$ cat src/rtl/l0_loader.sv
// Streams num_vec consecutive activation vectors from SRAM into the L0 buffer.
// A 2-entry holding buffer absorbs the 1-cycle SRAM latency under L0 back-pressure.
module l0_loader #(
    parameter int row    = 8,
    parameter int bw     = 4,
    parameter int addr_w = 11,
    parameter int cnt_w  = 11
) (
    input  logic                clk,
    input  logic                reset,
    input  logic                start,
    input  logic [addr_w-1:0]   base_addr,
    input  logic [cnt_w-1:0]    num_vec,
    output logic                sram_cen,
    output logic                sram_wen,
    output logic [addr_w-1:0]   sram_addr,
    input  logic [row*bw-1:0]   sram_q,
    input  logic                l0_ready,
    output logic                l0_wr,
    output logic [row*bw-1:0]   l0_in,
    output logic                busy,
    output logic                done
);

    localparam logic [1:0] IDLE  = 2'd0;
    localparam logic [1:0] FETCH = 2'd1;
    localparam logic [1:0] DRAIN = 2'd2;
    localparam logic [1:0] DONE  = 2'd3;

    logic [1:0]          state_q, state_d;
    logic [addr_w-1:0]   addr_q, addr_d;
    logic [cnt_w-1:0]    rem_q, rem_d;
    logic                inflight_q, inflight_d;
    logic [1:0]          cnt_q, cnt_d;
    logic [row*bw-1:0]   buf0_q, buf0_d;
    logic [row*bw-1:0]   buf1_q, buf1_d;

    logic [2:0]          occ;
    logic                issue;
    logic                push;

    // Occupancy counts the read in flight so that it always has a slot to land in.
    always_comb begin
        l0_wr = (cnt_q != 2'd0) && l0_ready;
        occ   = {1'b0, cnt_q} + {2'b00, inflight_q} - {2'b00, l0_wr};
        issue = (state_q == FETCH) && (rem_q != '0) && (occ < 3'd2);
        push  = inflight_q;
    end

    assign sram_cen  = ~issue;
    assign sram_wen  = 1'b1;
    assign sram_addr = addr_q;
    assign l0_in     = buf0_q;
    assign busy      = (state_q != IDLE);
    assign done      = (state_q == DONE);

    always_comb begin
        state_d    = state_q;
        addr_d     = addr_q;
        rem_d      = rem_q;
        buf0_d     = buf0_q;
        buf1_d     = buf1_q;
        cnt_d      = cnt_q;
        inflight_d = issue;

        unique case ({push, l0_wr})
            2'b11: begin
                if (cnt_q == 2'd1) begin
                    buf0_d = sram_q;
                end else begin
                    buf0_d = buf1_q;
                    buf1_d = sram_q;
                end
            end
            2'b10: begin
                if (cnt_q == 2'd0) buf0_d = sram_q;
                else               buf1_d = sram_q;
                cnt_d = cnt_q + 2'd1;
            end
            2'b01: begin
                buf0_d = buf1_q;
                cnt_d  = cnt_q - 2'd1;
            end
            default: ;
        endcase

        unique case (state_q)
            IDLE: begin
                if (start) begin
                    addr_d  = base_addr;
                    rem_d   = num_vec;
                    state_d = (num_vec != '0) ? FETCH : DONE;
                end
            end
            FETCH: begin
                if (issue) begin
                    addr_d = addr_q + addr_w'(1);
                    rem_d  = rem_q - cnt_w'(1);
                    if (rem_q == cnt_w'(1)) state_d = DRAIN;
                end
            end
            // Leave as the last vector is popped so done follows the final write directly.
            DRAIN: begin
                if (cnt_d == 2'd0 && !inflight_q) state_d = DONE;
            end
            default: state_d = IDLE;
        endcase
    end

    always_ff @(posedge clk) begin
        if (reset) begin
            state_q    <= IDLE;
            addr_q     <= '0;
            rem_q      <= '0;
            inflight_q <= 1'b0;
            cnt_q      <= 2'd0;
            buf0_q     <= '0;
            buf1_q     <= '0;
        end else begin
            state_q    <= state_d;
            addr_q     <= addr_d;
            rem_q      <= rem_d;
            inflight_q <= inflight_d;
            cnt_q      <= cnt_d;
            buf0_q     <= buf0_d;
            buf1_q     <= buf1_d;
        end
    end

endmodule

$ cat config.mk
export PLATFORM = sky130hd
export DESIGN_NAME = l0_loader
export DESIGN_NICKNAME = d
export VERILOG_FILES = /design/src/rtl/l0_loader.sv
export SDC_FILE = /design/constraint.sdc
export NUM_CORES = 1
export LEC_CHECK = 0
export CAP_MARGIN = 25
export CORE_MARGIN = 5
export CORE_UTILIZATION = 50
export CTS_CLUSTER_SIZE = 14
export DETAILED_ROUTE_END_ITERATION = 12
export PLACE_DENSITY = 0.81
export SETUP_SLACK_MARGIN = 0.4
export SYNTH_ARGS = -nofsm -noshare
export SYNTH_HDL_FRONTEND = slang
export SYNTH_SLANG_ARGS = --single-unit
export TNS_END_PERCENT = 1
$ cat constraint.sdc
create_clock -name clk -period 4 [get_ports clk]
set_input_delay 1.2 -clock clk [delete_from_list [all_inputs] [get_ports clk]]
set_output_delay 1.2 -clock clk [all_outputs]
set_load 0.01 [all_outputs]
Yosys cells after proc, flatten, opt, wreduce, memory -nomap -nowiden
Cells that the tools add are included.
- flip-flop bits (word level): 91
- input port bits: 58
- output and inout bits: 48
- logic and storage cells: 68
- equality and inequality tests: 15
- bitwise operators: 1
- order comparisons: 1
- add/subtract/negate cells: 6
- multiplexer cells: 19
- reductions and logical operators: 19
- operators with widths (cell ; count):
    $mux W32 ; 4
    $pmux W32 S3 ; 1
    $pmux W32 S2 ; 1
    $mux W11 ; 4
    $pmux W11 S2 ; 2
    $reduce_bool A11 Y1 ; 2
    $ne A2 B2 Y1 const B ; 6
    $add A11 B1 Y11 const B ; 1
    $eq A11 B1 Y1 const B ; 1
    $sub A11 B1 Y11 const B ; 1
    $mux W2 ; 5
    $eq A2 B2 Y1 const B ; 4
    $reduce_bool A2 Y1 ; 4
    $eq A2 B1 Y1 const B ; 3
    $logic_not A2 Y1 ; 3
    $pmux W2 S3 ; 1
    $reduce_and A3 Y1 ; 2
    $logic_and A1 B1 Y1 ; 4
    $pmux W2 S2 ; 1
    $reduce_and A4 Y1 ; 1
    $add A2 B1 Y3 ; 1
    $lt A3 B2 Y1 const B ; 1
    $reduce_bool A3 Y1 ; 1
    $sub A3 B1 Y3 ; 1
    6 further kinds ; 6

Logic depth before layout (Yosys ltp)
Gate-level depths: netlist of the first run.
- depth in word-level cells: 8
- gate-level depth with buffers: 14
- depth with buffers taken out: 12

Worst setup path before layout of the first run
No wires, ideal clock.
- kind: input port to output port
- start: input port l0_ready
- end: output port sram_cen
- path slack: 0.371 ns
- buffers on the path: 0
- stages on the path: 7
- arrival time: 2.429 ns
- cells stage by stage: nand2b_1 -> inv_1 -> nor2_1 -> o21ai_0 -> fa_1 -> xnor2_1 -> o2111ai_1
- word-level cells in the longest chain between the ends: 5
- ends and longest elaborated chain (element ; line ; RTL):
    start: declaration ; 18 ; input logic l0_ready,
    $logic_and A1 B1 Y1 ; 44 ; l0_wr = (cnt_q != 2'd0) && l0_ready;
    via l0_wr ; 19 ; output logic l0_wr,
    $sub A3 B1 Y3 ; 45 ; occ = {1'b0, cnt_q} + {2'b00, inflight_q} - {2'b00, l0_wr};
    $lt A3 B2 Y1 ; 46 ; issue = (state_q == FETCH) && (rem_q != '0) && (occ < 3'd2);
    $logic_and A1 B1 Y1 ; 46 ;
    $not A1 Y1 ; 50 ; assign sram_cen = ~issue;
    end: declaration ; 14 ; output logic sram_cen,
The timed path passes the listed nets, and every way through them passes these cells.

Final worst setup path of the first run
- start: input port l0_ready
- end: output port sram_cen
- word-level cells in the longest chain between the ends: 5
- ends and longest elaborated chain (element ; line):
    $logic_and A1 B1 Y1 ; 44
    $sub A3 B1 Y3 ; 45
    $lt A3 B2 Y1 ; 46
    $logic_and A1 B1 Y1 ; 46
    $not A1 Y1 ; 50
No other way between the ends.

==> impl_metrics.json, run 1 <==
{
  "synth_top_area_share_pct": 42.15,
  "final-hold-violation-count": 0,
  "cp.arrival_ns": 2.52,
  "drive_gt1_share_pct": 9.472,
  "setup_viol": 0,
  "yosysWarnings": 0,
  "grt.overflow.total": 0,
  "finalCritPeriodShare_pct": 92.97,
  "netlist_top_cells_area": "dfxtp_1 42%, nand2_1 7.7%, a21oi_1 6.8%, a211oi_1 6.1%, a22oi_1 5.9%",
  "grt_pass1_vias": 4277,
  "drtAntennaViolNets": 0,
  "synth_top_area_cell": "dfxtp_1",
  "setup.worst_path.start": "l0_ready",
  "syn_to_final_growth_pct": 34.45,
  "avgSynthCellArea_um2": 7.988,
  "fin_crit_ns": 3.719,
  "hold_class": "reg2reg",
  "chipWidth_um": 103.0,
  "synthArstFlopShare_pct": 0,
  "drcViolationCount": 0,
  "cp_max_fo": 3,
  "initial_utilization_pct": 50.54,
  "use_met3_pct": 5.480,
  "dpl_cell_area_um2": 5537,
  "clk_pin_slew_ns": 0.08,
  "cts_tree": "built",
  "dp_worst_setup_slack_ns": -0.4916,
  "final.setup.tns_ns": 0,
  "wire_per_inst_um": 16.41,
  "ir_drop_mv": 0.2987,
  "synth.net_count": 614,
  "regToRegSetupSlack_ns": 0.91,
  "ctsHoldBuffers": 0,
  "dieArea_um2": 10600,
  "vias_per_cell": 5.876,
  "use_met1_pct": 29.34,
  "n_antenna_cell": 0,
  "finClkSkew_ns": 0.008473,
  "critPathKind": "in2out",
  "vias": 4419,
  "ys_types": 50,
  "utilization_pct": 67.95,
  "gp_congestion": 0.8817,
  "grt-busiest-layer": "met2",
  "cp_cell_sequence": "buf_8 > nand2b_4 > inv_4 > nor2_4 > o21ai_2 > fa_2 > xnor2_2 > o2111ai_2 > buf_2",
  "wirelength_mm": 12.34,
  "root_buffer": "clkbuf_8",
  "firstDrtPassIters": 5,
  "whs_path_depth": 2,
  "p_leak_uw": 0.002029,
  "cp-start-kind": "primary input",
  "synthFlopType": "dfxtp_1",
  "cts_max_path_buffers": 2,
  "synth_edf_count": 0,
  "port_buffers": 104,
  "crit_family": "adder cells",
  "synth_top_family_by_area": "compound AO/OA/AOI/OAI gates",
  "worst_slack_ns": 0.2813,
  "grt_max_degree": 65,
  "synth_adder_area_share_pct": 4.517,
  "cts_buffers": 9,
  "synth_simple_gate_area_share_pct": 20.27,
  "antenna_found_initial": 0,
  "ys_seq_area_share_pct": 42.15,
  "worst_pin_slew_ns": 0.6126,
  "outcome": "finished, final reports clean",
  "required_ns": 2.80,
  "io_pins": 106,
  "drv_slew": 0,
  "worst-path-buf-inv": 3,
  "cellPowerDensity_nw_per_um2": 713.2,
  "fp.coreArea_um2": 8551,
  "floorplan.rows": 34,
  "use_met2_pct": 39.22,
  "place_hpwl_mm": 8.449,
  "synth_xor_area_share_pct": 0.2027,
  "slew_headroom_pct": 59.16,
  "grt_pass1_wl_mm": 20.07,
  "reg2reg_depth": 13,
  "fmax_mhz": 268.9,
  "clk_latency_ns": 0.36,
  "crit_slowest_cell": "fa_2",
  "drtIter0Drc": 244,
  "final_cell_area_um2": 5811,
  "max_stage_delay_ns": 0.36,
  "path_depth": 9,
  "syn_inst": 541,
  "synth_seq_cells": 91,
  "worstReg2RegStart": "cnt_q[0]",
  "synth.area.mux_share_pct": 1.708,
  "rsz0062_at_grt": "yes",
  "dieHeight_um": 103.0,
  "track_usage_pct": 23.54,
  "synth_compound_area_share_pct": 25.91,
  "cp-end-kind": "primary output",
  "synth_area_um2": 4322,
  "layout.nets": 712,
  "cts.sinks": 91,
  "drv_cap": 0,
  "hp-start": "buf1_q[24]",
  "cts-htree-levels": 3
}
## worst register-to-register path: stages (launching register included)
cell      delay [ns]
dfxtp_4         0.41
inv_1           0.10
ha_1            0.26
nand2b_4        0.20
nor2_4          0.14
o21ai_2         0.08
fa_2            0.36
xnor2_2         0.21
buf_4           0.15
a21oi_1         0.09
or3_1           0.50
buf_4           0.24
o21ai_1         0.16
a21oi_1         0.08
## cells by family after synthesis
family	after synthesis
compound gates	173
xor+xnor	1
fa+ha+maj	15
buf+inv	57
flops	91
mux	7
other cells	1
simple gates	196
## power breakdown
| group | internal (µW) | switching, µW |
|---|---|---|
| registers | 1180 | 233 |
| clock network | 358 | 346 |
| logic | 914 | 1120 |
## layout make-up
class | instances | area, µm²
clock buffers | 9 | 123.9
clock inverters | 7 | 98.84
fillers | 701 | 2740
inverters | 17 | 66.31
multi-input cells | 393 | 2338
flip-flops and latches | 91 | 1827
well taps | 108 | 135.1
repair buffers | 127 | 1221
## per-layer routing
| metal | wire [µm] | vias to the layer above |
|---|---|---|
| met3 | 1026 | 25 |
| met1 | 4877 | 2064 |
| met4 | 233 | 0 |
| li1 | - | 2125 |
| met2 | 6207 | 205 |
| met5 | 0 | - |
## synthesized netlist by cell type, types with 3 or more instances
cell and instances:
a211oi_1 35, or3_1 3, nor2b_1 6, mux2i_1 4, nand3_1 7, buf_2 4, o2bb2ai_1 4, buf_1 4
ha_1 14, a31oi_1 3, nand2b_1 3, o21ai_1 13, dfxtp_1 91, a21oi_1 59, inv_1 17, nand2_1 89
o21ai_0 6, o32ai_1 5, nor4_1 5, nor3_1 11, nor2_1 58, clkbuf_1 31, a22oi_1 34
## flip-flops by register name, summed over array words and instances (netlist names)
register    count
state_q         2
cnt_q           2
buf1_q         32
l0_in          32
inflight_q      1
rem_q          11
sram_addr      11
## placed cells by master, fill, tap and decap left out, types with 11 or more instances in the layout
| cell type | netlist | layout |
|---|---|---|
| ha_1 | 14 | 14 |
| inv_1 | 17 | 16 |
| nand2_1 | 89 | 88 |
| a22oi_1 | 34 | 34 |
| nor3_1 | 11 | 11 |
| a21oi_1 | 59 | 59 |
| clkdlybuf4s50_1 | 0 | 101 |
| buf_4 | 1 | 22 |
| nor2_1 | 58 | 56 |
| dfxtp_1 | 91 | 89 |
| a211oi_1 | 35 | 35 |
| o21ai_1 | 13 | 12 |
## metrics by stage
| stage | std cells | hold WS (ns) | total power (µW) |
|---|---|---|---|
| finish | 752 | 0.4603 | 4144 |
| global route | 752 | 0.4745 | 4441 |
| detailed placement | 734 | 0.4497 | 3439 |
| CTS | 752 | 0.4612 | 4137 |
| floorplan | 541 | 0.4360 | 2619 |
| global placement | 734 | 0.4406 | 3360 |
## final timing paths
| kind | endpoint |
|---|---|
| max | sram_cen |
| min | buf1_q[24] |
| min reg2reg | buf1_q[24] |
| max reg2reg | rem_q[5] |
## timing repair
action,CTS,global route
gates resized for setup,18,6
setup buffers,2,0
pin swaps,4,5
setup endpoints to repair,14,1
(Power assumes the default switching activity.)
==> run 2, diff against run 1 <==
Settings changed: CORE_MARGIN 5 to 8.
==> run 2 against run 1 <==
First-iteration DRC count up 7.4%. Combinational power about the same. Worst setup slack better by 0.036 ns. Global-route usage down 2.6 points. Clock power up 1%. Critical path depth down 1. Die area up 12%. Maximum frequency up 0.98%. Sequential power about the same. Clock skew up 0.0011 ns. Design area up 0.86%. Power up 0.88%. Critical path type unchanged. Critical endpoint unchanged. Highest routed layer unchanged.
==> impl_metrics.json, run 2 (synthesis gave the netlist of run 1 again) <==
{
  "outcome": "finished, final reports clean",
  "drtIter0Drc": 262,
  "wirelength_mm": 12.61,
  "firstDrtPassIters": 5,
  "ctsHoldBuffers": 0,
  "hold_class": "reg2reg",
  "wire_per_inst_um": 16.71,
  "fmax_mhz": 271.6,
  "layout.nets": 715,
  "p_leak_uw": 0.002050,
  "rsz0062_at_grt": "yes",
  "fillers": 679,
  "swShare_pct": 40.58,
  "clk_latency_ns": 0.35,
  "antenna_found_initial": 0,
  "gp_congestion": 0.8756,
  "p_switching_uw": 1697,
  "pwr-share-clk_pct": 17.1,
  "n_antenna_cell": 0,
  "grt_pass1_vias": 4321,
  "ir_drop_mv": 0.3129,
  "top_layer": "met4",
  "dr_wl_met2_mm": 6.252,
  "cts_buffers": 9,
  "drtAntennaViolNets": 0,
  "cp_cell_sequence": "buf_8 > nand2b_4 > inv_2 > nor2_2 > o21ai_2 > fa_2 > o2111ai_4 > buf_6",
  "port_buffers": 104,
  "vias": 4453,
  "cellPowerDensity_nw_per_um2": 713.3,
  "cts_max_path_buffers": 2,
  "dr_wl_met3_mm": 1.032,
  "setup_viol": 0,
  "drv_cap": 0,
  "place_hpwl_mm": 8.663,
  "drv_slew": 0,
  "floorplan.rows": 34,
  "dieArea_um2": 11870,
  "syn_to_final_growth_pct": 35.61,
  "finalCritPeriodShare_pct": 92.06,
  "finClkSkew_ns": 0.009525,
  "required_ns": 2.80,
  "cts-htree-levels": 3,
  "crit_slowest_cell": "fa_2",
  "cts.sinks": 91,
  "chipWidth_um": 109.0,
  "layout_commonest_cell": "clkdlybuf4s50_1",
  "worst_pin_slew_ns": 0.7140,
  "root_buffer": "clkbuf_8",
  "dieHeight_um": 109.0,
  "p_int_uw": 2484,
  "fin_crit_ns": 3.683,
  "grt_pass1_wl_mm": 20.33,
  "io_pins": 106,
  "combPwrFrac_pct": 49.3,
  "grt.overflow.total": 0,
  "clk_pin_slew_ns": 0.09,
  "track_usage_pct": 20.92,
  "dpl_cell_area_um2": 5529,
  "final_cell_area_um2": 5861,
  "finalPower_uw": 4181,
  "initial_utilization_pct": 50.54,
  "cp_max_fo": 3,
  "slew_headroom_pct": 52.39,
  "max_stage_delay_ns": 0.58,
  "fp.coreArea_um2": 8551,
  "drcViolationCount": 0,
  "final-hold-violation-count": 0,
  "wl_met1_mm": 5.077,
  "cts_tree": "built",
  "power_frac_seq_pct": 33.6,
  "cp-end-kind": "primary output",
  "drive_gt1_share_pct": 9.892,
  "final_cell_mix": "101 x clkdlybuf4s50_1, 89 x dfxtp_1, 88 x nand2_1, 59 x a21oi_1, 56 x nor2_1",
  "critPathKind": "in2out",
  "vias_per_cell": 5.898,
  "cp-start-kind": "primary input",
  "grt_max_degree": 65,
  "cp.arrival_ns": 2.48
}
-- run 2: power by group through the flow --
| stage | Clock (µW) | Combinational (µW) | Sequential (µW) |
|---|---|---|---|
| floorplan | 0 | 1180 | 1440 |
| global placement | 0 | 1960 | 1400 |
| detailed placement | 0 | 2020 | 1420 |
| CTS | 724 | 2050 | 1400 |
| global route | 758 | 2270 | 1440 |
| finish | 713 | 2060 | 1410 |
-- run 2: cell type report --
class	count	area, µm²	share of cell area, %
clock buffer	10	137.6	2.348
sequential	91	1824	31.13
inverter	17	63.81	1.089
timing repair buffer	130	1250	21.33
clock inverter	6	93.84	1.601
tap	108	135.1	2.306
multi-input combinational	393	2356	40.20
-- run 2: critical path, delay by kind of cell --
| kind | cells | cell delay (ns) |
|---|---|---|
| AO/OA/AOI/OAI | 2 | 0.21 |
| adder cells (fa/ha/maj) | 1 | 0.58 |
| buffers and inverters | 3 | 0.31 |
| AND/OR/NAND/NOR | 2 | 0.18 |
-- run 2: path summary, 6_finish.rpt --
path	start	end	slack [ns]	depth (start not counted)
max	l0_ready	sram_cen	0.32	8
min	buf1_q[14]	buf1_q[14]	0.46	2
max reg2reg	cnt_q[0]	rem_q[10]	0.83	14
min reg2reg	buf1_q[14]	buf1_q[14]	0.46	2
-- run 2: what timing repair did --
action,CTS,global route
setup endpoints to repair,13,1
buffers inserted,4,2
resized for setup,17,5
pin swaps,6,5
-- run 2: layer usage --
layer / up-vias / GRT usage [%]
li1: 2134 / -
met1: 2095 / 25.99
met2: 196 / 34.53
met3: 28 / 4.433
met4: 0 / 8.504
met5: - / 0
-- run 2: stage by stage --
stage	hold slack (ns)	util (%)	setup TNS, ns	setup slack (ns)	instances
2_1_floorplan	0.4360	-	0	0.4333	541
3_3_place_gp	0.4413	64.66	-0.4997	-0.4997	733
3_5_place_dp	0.4478	64.66	-0.5436	-0.5386	733
4_1_cts	0.4632	68.10	0	0.2557	753
5_1_grt	0.4826	68.54	0	0.2665	755
6_report	0.4595	68.54	0	0.3175	755
==> run 3, diff against run 2 <==
Settings changed: CORE_MARGIN 8 to 2.
==> run 3 against run 2 <==
Non-clock buffer count up 4. Combinational power fell by 2%. Sequential power about the same. Clock power fell by 15%. Hold slack worse by 0.0011 ns. Design area is 1.1% lower. Register-to-register slack worse by 0.35 ns. Routed wire length down 9.2%. Cell count increased by 0.13%. Critical path depth did not move. Count of clock-buffer cells in the layout rose by 1. Die area decreased by 21%. Critical endpoint unchanged. Largest cell class unchanged.
==> impl_metrics.json, run 3 (synthesis gave the netlist of run 1 again) <==
{
  "dpl_cell_area_um2": 5520,
  "firstDrtPassIters": 5,
  "hold_ws_ns": 0.4584,
  "final_cell_mix": "101 x clkdlybuf4s50_1, 91 x dfxtp_1, 88 x nand2_1, 59 x a21oi_1, 58 x nor2_1",
  "gp_congestion": 0.8494,
  "floorplan.rows": 33,
  "cp-start-kind": "primary input",
  "track_usage_pct": 24.90,
  "grt_max_degree": 39,
  "drtAntennaViolNets": 0,
  "p_int_uw": 2374,
  "layout.nets": 719,
  "fin_cells": 756,
  "drive_gt1_share_pct": 9.677,
  "outcome": "finished, final reports clean",
  "grt_pass1_wl_mm": 19.74,
  "final-hold-violation-count": 0,
  "required_ns": 2.80,
  "cts_max_path_buffers": 2,
  "combPwrFrac_pct": 50.2,
  "layout_commonest_cell": "clkdlybuf4s50_1",
  "swShare_pct": 41.11,
  "grt_pass1_vias": 4219,
  "antenna_found_initial": 0,
  "drtIter0Drc": 335,
  "cts_tree": "built",
  "root_buffer": "clkbuf_8",
  "slew_headroom_pct": 48.38,
  "cts-htree-levels": 3,
  "initial_utilization_pct": 52.07,
  "finClkSkew_ns": 0.007469,
  "cellPowerDensity_nw_per_um2": 695.9,
  "wire_per_inst_um": 15.15,
  "syn_to_final_growth_pct": 34.08,
  "setup_viol": 0,
  "drv_cap": 0,
  "vias_per_cell": 5.749,
  "cp.arrival_ns": 2.54,
  "ir_drop_mv": 0.3597,
  "drcViolationCount": 0,
  "dieHeight_um": 96.97,
  "rsz0062_at_grt": "yes",
  "worst_slack_ns": 0.2634,
  "critPathKind": "in2out",
  "drv_slew": 0,
  "finalPower_uw": 4032,
  "cp_max_fo": 3,
  "cts_buffers": 9,
  "grt.overflow.total": 0,
  "hold_class": "reg2reg",
  "n_antenna_cell": 0,
  "place_hpwl_mm": 8.037,
  "port_buffers": 104,
  "fp.coreArea_um2": 8299,
  "cp-end-kind": "primary output",
  "dieArea_um2": 9403,
  "cts.sinks": 91,
  "p_switching_uw": 1658,
  "ctsHoldBuffers": 0,
  "pwr-share-clk_pct": 15.1,
  "chipWidth_um": 96.97,
  "io_pins": 106,
  "clk_pin_slew_ns": 0.09,
  "placedCellCount": 731,
  "vias": 4346,
  "power_frac_seq_pct": 34.8,
  "wirelength_mm": 11.46,
  "fin_crit_ns": 3.737,
  "fmax_mhz": 267.6,
  "clk_latency_ns": 0.36,
  "dp_worst_setup_slack_ns": -0.5104,
  "worst_pin_slew_ns": 0.7742,
  "p_leak_uw": 0.002042,
  "final_cell_area_um2": 5794,
  "finalCritPeriodShare_pct": 93.41
}
## run 3: cell count changes in the layout (fill, tap and decap cells not counted), moves of 2 or more
cell | before | now
nor2_1 | 56 | 58
dfxtp_2 | 2 | 0
inv_6 | 3 | 1
dfxtp_1 | 89 | 91
bufinv_16 | 2 | 0
buf_4 | 25 | 30
clkinv_4 | 0 | 2
## run 3: final cells by class
class	instances	area (µm²)
fillers	690	2505
well taps	105	131.4
inverters	17	63.81
clock buffers	11	151.4
flip-flops and latches	91	1822
clock inverters	5	45.04
repair buffers	134	1257
multi-input cells	393	2323
## run 3: layer usage
layer	part of all wire (%)	vias up	wire length (µm)	track usage [%]
met5	0	-	0	0
met4	2.2	0	254	9.859
met3	4.8	19	545	3.974
met2	49	146	5615	40.76
met1	44	2034	5041	32.92
li1	-	2147	-	-
## run 3: timing repair
item,4_1_cts,5_1_grt
gates resized for setup,13,1
pin swaps,5,0
endpoints found under the setup margin,2,50
setup buffers,9,0
## run 3: path summary, 6_finish.rpt
path / from / end / slack, ns / cells after the start
hold / removal: buf1_q[30] / buf1_q[30] / 0.46 / 2
setup reg to reg: cnt_q[1] / state_q[1] / 0.48 / 18
hold reg to reg: buf1_q[30] / buf1_q[30] / 0.46 / 2
setup / recovery: l0_ready / sram_cen / 0.26 / 8
## run 3: worst max-delay path: stages
cell and delay (ns):
buf_6 0.10, nand2b_4 0.07, inv_2 0.04, nor2_1 0.12, o21ai_1 0.11, fa_2 0.59, o2111ai_2 0.15, buf_2 0.17
## run 3: power by group through the flow
stage | logic [µW] | clock network [µW] | registers (µW)
after global placement | 1950 | 0 | 1400
final | 2020 | 608 | 1400
after global routing | 2240 | 665 | 1440
after floorplan | 1180 | 0 | 1440
after CTS | 2020 | 621 | 1400
after detailed placement | 2010 | 0 | 1410
## run 3: stage by stage
step	utilization (%)	TNS (ns)
2_1_floorplan	-	0
3_3_place_gp	66.52	-0.5055
3_5_place_dp	66.52	-0.5104
4_1_cts	69.77	0
5_1_grt	69.82	0
6_report	69.82	0
